<file path="src/rtl/cpu_data_path.sv">
// cpu_data_path
// Datapath stage that sits behind the microcontroller control unit. It holds
// the PC, MAR, IR, a 16x8 register file, the 8-bit ALU with its CCR, and a
// branch-target latch. Two bus multiplexers route data between them.
//
// Ports:
//   clk, reset            - system clock, asynchronous active-low reset
//   IR_Load/MAR_Load      - load IR / MAR from Bus2
//   PC_Load/PC_Inc        - PC <= branch target / PC <= PC+1 (Load wins)
//   reg_read_addr_A/B     - asynchronous register-file read ports
//   reg_write_addr/enable - register-file write of Bus2
//   ALU_Sel, CCR_Load     - ALU opcode, latch {N,Z,V,C} into CCR
//   Bus1_Sel, Bus2_Sel    - bus multiplexer selects
//   ALU_B_Sel, addr_sel   - ALU operand-select qualifiers
//   immediate_in          - immediate / branch offset
//   from_memory           - memory read data
//   IR, address, pc_out   - registered state outputs
//   to_memory             - Bus1, combinational
//   CCR_Result            - {N,Z,V,C}
module cpu_data_path #(
    parameter int DATA_W = 8,
    parameter int NREGS  = 16
) (
    input  logic              clk,
    input  logic              reset,
    input  logic              IR_Load,
    input  logic              MAR_Load,
    input  logic              PC_Load,
    input  logic              PC_Inc,
    input  logic [3:0]        reg_read_addr_A,
    input  logic [3:0]        reg_read_addr_B,
    input  logic [3:0]        reg_write_addr,
    input  logic              reg_write_enable,
    input  logic [3:0]        ALU_Sel,
    input  logic              CCR_Load,
    input  logic [1:0]        Bus1_Sel,
    input  logic [2:0]        Bus2_Sel,
    input  logic              ALU_B_Sel,
    input  logic              addr_sel,
    input  logic [DATA_W-1:0] immediate_in,
    input  logic [DATA_W-1:0] from_memory,
    output logic [DATA_W-1:0] IR,
    output logic [DATA_W-1:0] address,
    output logic [DATA_W-1:0] to_memory,
    output logic [3:0]        CCR_Result,
    output logic [DATA_W-1:0] pc_out
);

    // Returns {N,Z,V,C,result[7:0]}. Carry for subtraction is the borrow,
    // which is bit 8 of the 9-bit difference.
    function automatic logic [11:0] alu_f(input logic [3:0] op,
                                          input logic [7:0] a,
                                          input logic [7:0] b);
        logic [8:0] wide;
        logic [7:0] r;
        logic       v;
        logic       c;
        wide = 9'd0;
        r    = a;
        v    = 1'b0;
        c    = 1'b0;
        case (op)
            4'd0: begin
                wide = {1'b0, a} + {1'b0, b};
                r    = wide[7:0];
                c    = wide[8];
                v    = (a[7] == b[7]) && (r[7] != a[7]);
            end
            4'd1: begin
                wide = {1'b0, a} - {1'b0, b};
                r    = wide[7:0];
                c    = wide[8];
                v    = (a[7] != b[7]) && (r[7] != a[7]);
            end
            4'd4: r = a & b;
            4'd5: r = a | b;
            4'd6: r = a ^ b;
            4'd7: begin
                wide = {1'b0, a} + 9'd1;
                r    = wide[7:0];
                c    = wide[8];
                v    = (a[7] == 1'b0) && (r[7] == 1'b1);
            end
            4'd8: begin
                wide = {1'b0, a} - 9'd1;
                r    = wide[7:0];
                c    = wide[8];
                v    = (a[7] == 1'b1) && (r[7] == 1'b0);
            end
            default: r = a;
        endcase
        return {r[7], (r == 8'h00), v, c, r};
    endfunction

    logic [DATA_W-1:0] pc_q, pc_d;
    logic [DATA_W-1:0] mar_q, mar_d;
    logic [DATA_W-1:0] ir_q, ir_d;
    logic [DATA_W-1:0] btl_q, btl_d;
    logic [3:0]        ccr_q, ccr_d;
    logic [DATA_W-1:0] regs_q [NREGS];
    logic [DATA_W-1:0] regs_d [NREGS];

    logic [DATA_W-1:0] ra_s, rb_s, bus1_s, bus2_s;
    logic [DATA_W-1:0] alu_a_s, alu_b_s, alu_r_s;
    logic [3:0]        alu_flags_s;

    assign ra_s = regs_q[reg_read_addr_A];
    assign rb_s = regs_q[reg_read_addr_B];

    // Bus1 source select
    always_comb begin
        bus1_s = pc_q;
        case (Bus1_Sel)
            2'd0:    bus1_s = pc_q;
            2'd1:    bus1_s = ra_s;
            2'd2:    bus1_s = rb_s;
            2'd3:    bus1_s = mar_q;
            default: bus1_s = pc_q;
        endcase
    end

    // ALU operand select: normal, branch-target (PC+imm) or INC/DEC (RA,1)
    always_comb begin
        alu_a_s = bus1_s;
        alu_b_s = rb_s;
        if (!addr_sel) begin
            alu_a_s = bus1_s;
            alu_b_s = rb_s;
        end else if (ALU_B_Sel) begin
            alu_a_s = pc_q;
            alu_b_s = immediate_in;
        end else begin
            alu_a_s = ra_s;
            alu_b_s = 8'h01;
        end
    end

    assign {alu_flags_s, alu_r_s} = alu_f(ALU_Sel, alu_a_s, alu_b_s);

    // Bus2 source select; unused codes drive zero
    always_comb begin
        bus2_s = 8'h00;
        case (Bus2_Sel)
            3'd0:    bus2_s = alu_r_s;
            3'd1:    bus2_s = bus1_s;
            3'd2:    bus2_s = from_memory;
            3'd3:    bus2_s = immediate_in;
            default: bus2_s = 8'h00;
        endcase
    end

    // Next-state for every datapath register
    always_comb begin
        pc_d  = pc_q;
        mar_d = mar_q;
        ir_d  = ir_q;
        btl_d = btl_q;
        ccr_d = ccr_q;
        regs_d = regs_q;
        if (PC_Load) begin
            pc_d = btl_q;
        end else if (PC_Inc) begin
            pc_d = pc_q + 8'd1;
        end else begin
            pc_d = pc_q;
        end
        if (MAR_Load) mar_d = bus2_s; else mar_d = mar_q;
        if (IR_Load)  ir_d  = bus2_s; else ir_d  = ir_q;
        if (CCR_Load) ccr_d = alu_flags_s; else ccr_d = ccr_q;
        if (addr_sel && ALU_B_Sel) btl_d = alu_r_s; else btl_d = btl_q;
        if (reg_write_enable) begin
            regs_d[reg_write_addr] = bus2_s;
        end else begin
            regs_d = regs_q;
        end
    end

    // State registers with asynchronous clear
    always_ff @(posedge clk or negedge reset) begin
        if (!reset) begin
            pc_q  <= 8'h00;
            mar_q <= 8'h00;
            ir_q  <= 8'h00;
            btl_q <= 8'h00;
            ccr_q <= 4'h0;
            for (int i = 0; i < NREGS; i++) begin
                regs_q[i] <= 8'h00;
            end
        end else begin
            pc_q   <= pc_d;
            mar_q  <= mar_d;
            ir_q   <= ir_d;
            btl_q  <= btl_d;
            ccr_q  <= ccr_d;
            regs_q <= regs_d;
        end
    end

    assign IR         = ir_q;
    assign address    = mar_q;
    assign pc_out     = pc_q;
    assign CCR_Result = ccr_q;
    assign to_memory  = bus1_s;

endmodule

</file>
<file path="config.mk">
export PLATFORM = sky130hd
export DESIGN_NAME = cpu_data_path
export DESIGN_NICKNAME = d
export VERILOG_FILES = /design/src/rtl/cpu_data_path.sv
export SDC_FILE = /design/constraint.sdc
export NUM_CORES = 1
export LEC_CHECK = 0
export CELL_PAD_IN_SITES_DETAIL_PLACEMENT = 0
export CELL_PAD_IN_SITES_GLOBAL_PLACEMENT = 1
export CORE_ASPECT_RATIO = 1.4
export CORE_MARGIN = 2
export CORE_UTILIZATION = 48
export DETAILED_ROUTE_END_ITERATION = 10
export PLACE_DENSITY = 0.82
export SKIP_CTS_REPAIR_TIMING = 1
export SLEW_MARGIN = 20
export SYNTH_ARGS = -nofsm -noshare
export SYNTH_HDL_FRONTEND = slang
export SYNTH_SLANG_ARGS = --single-unit
</file>
<file path="constraint.sdc">
create_clock -name clk -period 6.5 [get_ports clk]
set_input_delay 0.65 -clock clk [delete_from_list [all_inputs] [get_ports clk]]
set_output_delay 0.65 -clock clk [all_outputs]
set_load 0.05 [all_outputs]
</file>
==> flow_summary.toml <==
[clock_tree]
clkTransAtPathRegs_ns = 0.06
cts.path.max_buffers = 2
clock_sinks = 164
numCtsBuffers = 17
tritoncts = "built"
clk_latency_ns = 0.44
cts_htree_levels = 4
cts_root_buf = "clkbuf_16"

[drt]
dr.pass1.iters = 5
via_count = 9542
wl_per_cell_um = 24.8
wirelength_um = 36900
vias_per_cell = 6.41
drt_iter0_markers = 982
drc = 0
ant_nets = 0

[yosys]
synth.net_count = 1182
synth_area_mm2 = 0.0113
ys_top_cells_by_count = "nand2_1 (171), dfrtp_1 (164), o21ai_0 (75), mux2_2 (69), mux4_2 (64)"
ys_seq_area_share_pct = 36.2
ys_seq_elements = 164
ys.flop_type = "dfrtp_1"
synth_edf_count = 0
synth.top_cell.area_share_pct = 36.2
yosysMostFrequentCell = "nand2_1"
yosysUniqueCellTypes = 87
synth_area_per_cell_um2 = 10.3
yosysWarnings = 0
yosys-top-cells-area = "dfrtp_1 (36%), mux4_2 (13%), mux2_2 (6.9%)"
netlist_instances = 1104
ys_async_sr_fraction_pct = 100
synth_top_area_cell = "dfrtp_1"

[worst_setup_path]
crit_top_cell = "o211ai_1"
path_cells = "clkdlybuf4s50_1, nor2b_1, a22oi_1, o211ai_1, o211ai_1, or2_1, ha_1, inv_1, o311ai_0, o22ai_1, xnor2_1, a221o_1, a2111oi_0, buf_4, o311a_1, buf_12, o32ai_1"
cp_max_fo = 18
critPathArrivalTime_ns = 6.39
r2r_cells = 16
cp-end-kind = "flip-flop"
cpMaxStageDelayCell = "clkdlybuf4s50_1"
cp_data_required_time_ns = 6.81
cp-start-kind = "input pin"
critPathKind = "in2reg"
slowest_delay_ns = 0.95

[job]
cap_viol_max_count = 0

[sta]
period_share_pct = 93.5
finalSetupTns_ns = 0
max_freq_ghz = 0.164
rsz0062_at_grt = "false"
tightest_slew_ns = 0.922
final-hold-violation-count = 0
fin_ws_ns = 0.420
finalCriticalPeriod_ns = 6.08
slew-limit-headroom_pct = 38.4
drv_slew = 0
setup_viol = 0
skew_ns = 0.0160

[die]
die_h_um = 186
dieWidth_um = 134
io_pins = 83
num_rows = 66
die_area_mm2 = 0.0249
core-area_mm2 = 0.0232
start_util_pct = 48.8

[power]
power.total_mw = 3.69
p_leak_nw = 5.59
peakVddDrop_mv = 0.201
power_density_mw_per_mm2 = 282

[status]
outcome = "completed"

[final_layout]
antennaDiodeCount = 0
seqCellArea_mm2 = 0.00410
fin_cells = 1489
layout.nets = 1248
multi_input_area_mm2 = 0.00665
drive_above_1_share_pct = 21.3
area_growth_pct = 15.4
nFillCells = 2037

[global_route]
grtUsageTotal_pct = 30.4
grt_max_degree = 62
grt_pass1_wl_um = 56900
overflow = 0
grt_pass1_vias = 9480
antenna_found_initial = 0

[place]
place_worst_setup_slack_ns = 0.114
finalWeightedCongestion = 0.969
dpl.hpwl_um = 27300
port_buffers = 82
dp_cells = 1457

[min_path]
min-delay-path-class = "in2async"
[registers in the layout, indices dropped and copies added, names as in the netlist]
register and cells:
regs_q 128, CCR_Result 4, address 8, pc_out 8
IR 8, btl_q 8
[cell families (layout without fill, tap and decap cells)]
group	Yosys count	count (layout)	share of synthesized area [%]
fa+ha+maj	31	31	3.56
xor+xnor	13	13	1.01
compound gates	281	281	18.7
flops	164	164	36.2
mux	165	165	22.6
buf+inv	127	206	5.06
simple gates	323	323	12.9
[through the flow]
stage / cell area [um2] / hold slack (ns) / util (%)
global placement: 12500 / 0.467 / 53.8
CTS: 13100 / 0.162 / 56.3
detailed placement: 12500 / 0.468 / 53.8
finish: 13100 / 0.147 / 56.3
global route: 13100 / 0.191 / 56.3
floorplan: 11300 / 0.354 / -
[layer usage]
| layer | wire (um) | track usage (%) | vias to the layer above |
|---|---|---|---|
| met5 | 0 | 0 | - |
| met4 | 1950 | 16.1 | 0 |
| met3 | 1810 | 4.38 | 107 |
| met2 | 18900 | 54.0 | 381 |
| met1 | 14200 | 35.7 | 4778 |
| li1 | - | - | 4276 |
[critical path, delay by kind of cell]
| kind | cells | cell delay, ns |
|---|---|---|
| adders and majority gates | 1 | 0.41 |
| and+or+nand+nor | 2 | 0.93 |
| buffers and inverters | 4 | 1.49 |
| xor gates and xnor gates | 1 | 0.17 |
| AOI/OAI and AO/OA | 9 | 2.71 |
[area by class of cell]
type	instances	share of cell area, %
Inverter	44	1.26
Multi-Input combinational cell	813	50.9
Clock buffer	20	3.50
Tap cell	306	2.93
Sequential cell	164	31.4
Timing Repair Buffer	130	9.03
Clock inverter	12	0.920
[worst paths after layout]
check,startpoint,to,slack (ns)
worst min-delay path,reset,IR[0],0.15
max in group asynchronous,reset,regs_q[20],5.22
worst max-delay path,reg_read_addr_A[0],IR[5],0.42
min in group clk,btl_q[7],pc_out[7],0.49
worst max register to register,regs_q[84],IR[5],1.26
worst min register to register,btl_q[7],pc_out[7],0.49
[layout by cell type (no fill, tap or decap), types with 6 or more instances in the layout]
cell | synthesis | layout
nand2_1 | 171 | 171
inv_1 | 38 | 38
o41ai_2 | 6 | 6
o211ai_1 | 11 | 11
nor3b_1 | 9 | 9
clkdlybuf4s50_1 | 0 | 78
nand3_1 | 19 | 19
clkbuf_16 | 0 | 17
nor2_1 | 50 | 50
nor3_1 | 13 | 13
nand2b_1 | 12 | 12
o41ai_1 | 10 | 10
o31ai_1 | 13 | 13
mux2_2 | 69 | 69
nor4_1 | 6 | 6
a22o_1 | 21 | 21
ha_1 | 29 | 29
mux2i_1 | 30 | 30
mux4_2 | 64 | 64
and3_1 | 6 | 6
a22oi_1 | 8 | 8
o21ai_0 | 75 | 75
a21oi_1 | 31 | 31
a21o_1 | 7 | 7
xnor2_1 | 9 | 9
a31oi_1 | 8 | 8
nor2b_1 | 16 | 15
dfrtp_1 | 164 | 164
a211oi_1 | 11 | 10
buf_4 | 2 | 47
o31ai_2 | 8 | 8
[report_power, final]
part | total [mW] | leakage [nW] | internal [mW] | switching (mW)
Sequential | 1.39 | 2.17 | 1.20 | 0.185
Combinational | 1.30 | 3.15 | 0.571 | 0.729
Clock | 0.999 | 0.272 | 0.555 | 0.445
Power figures use the tool's default switching activity.
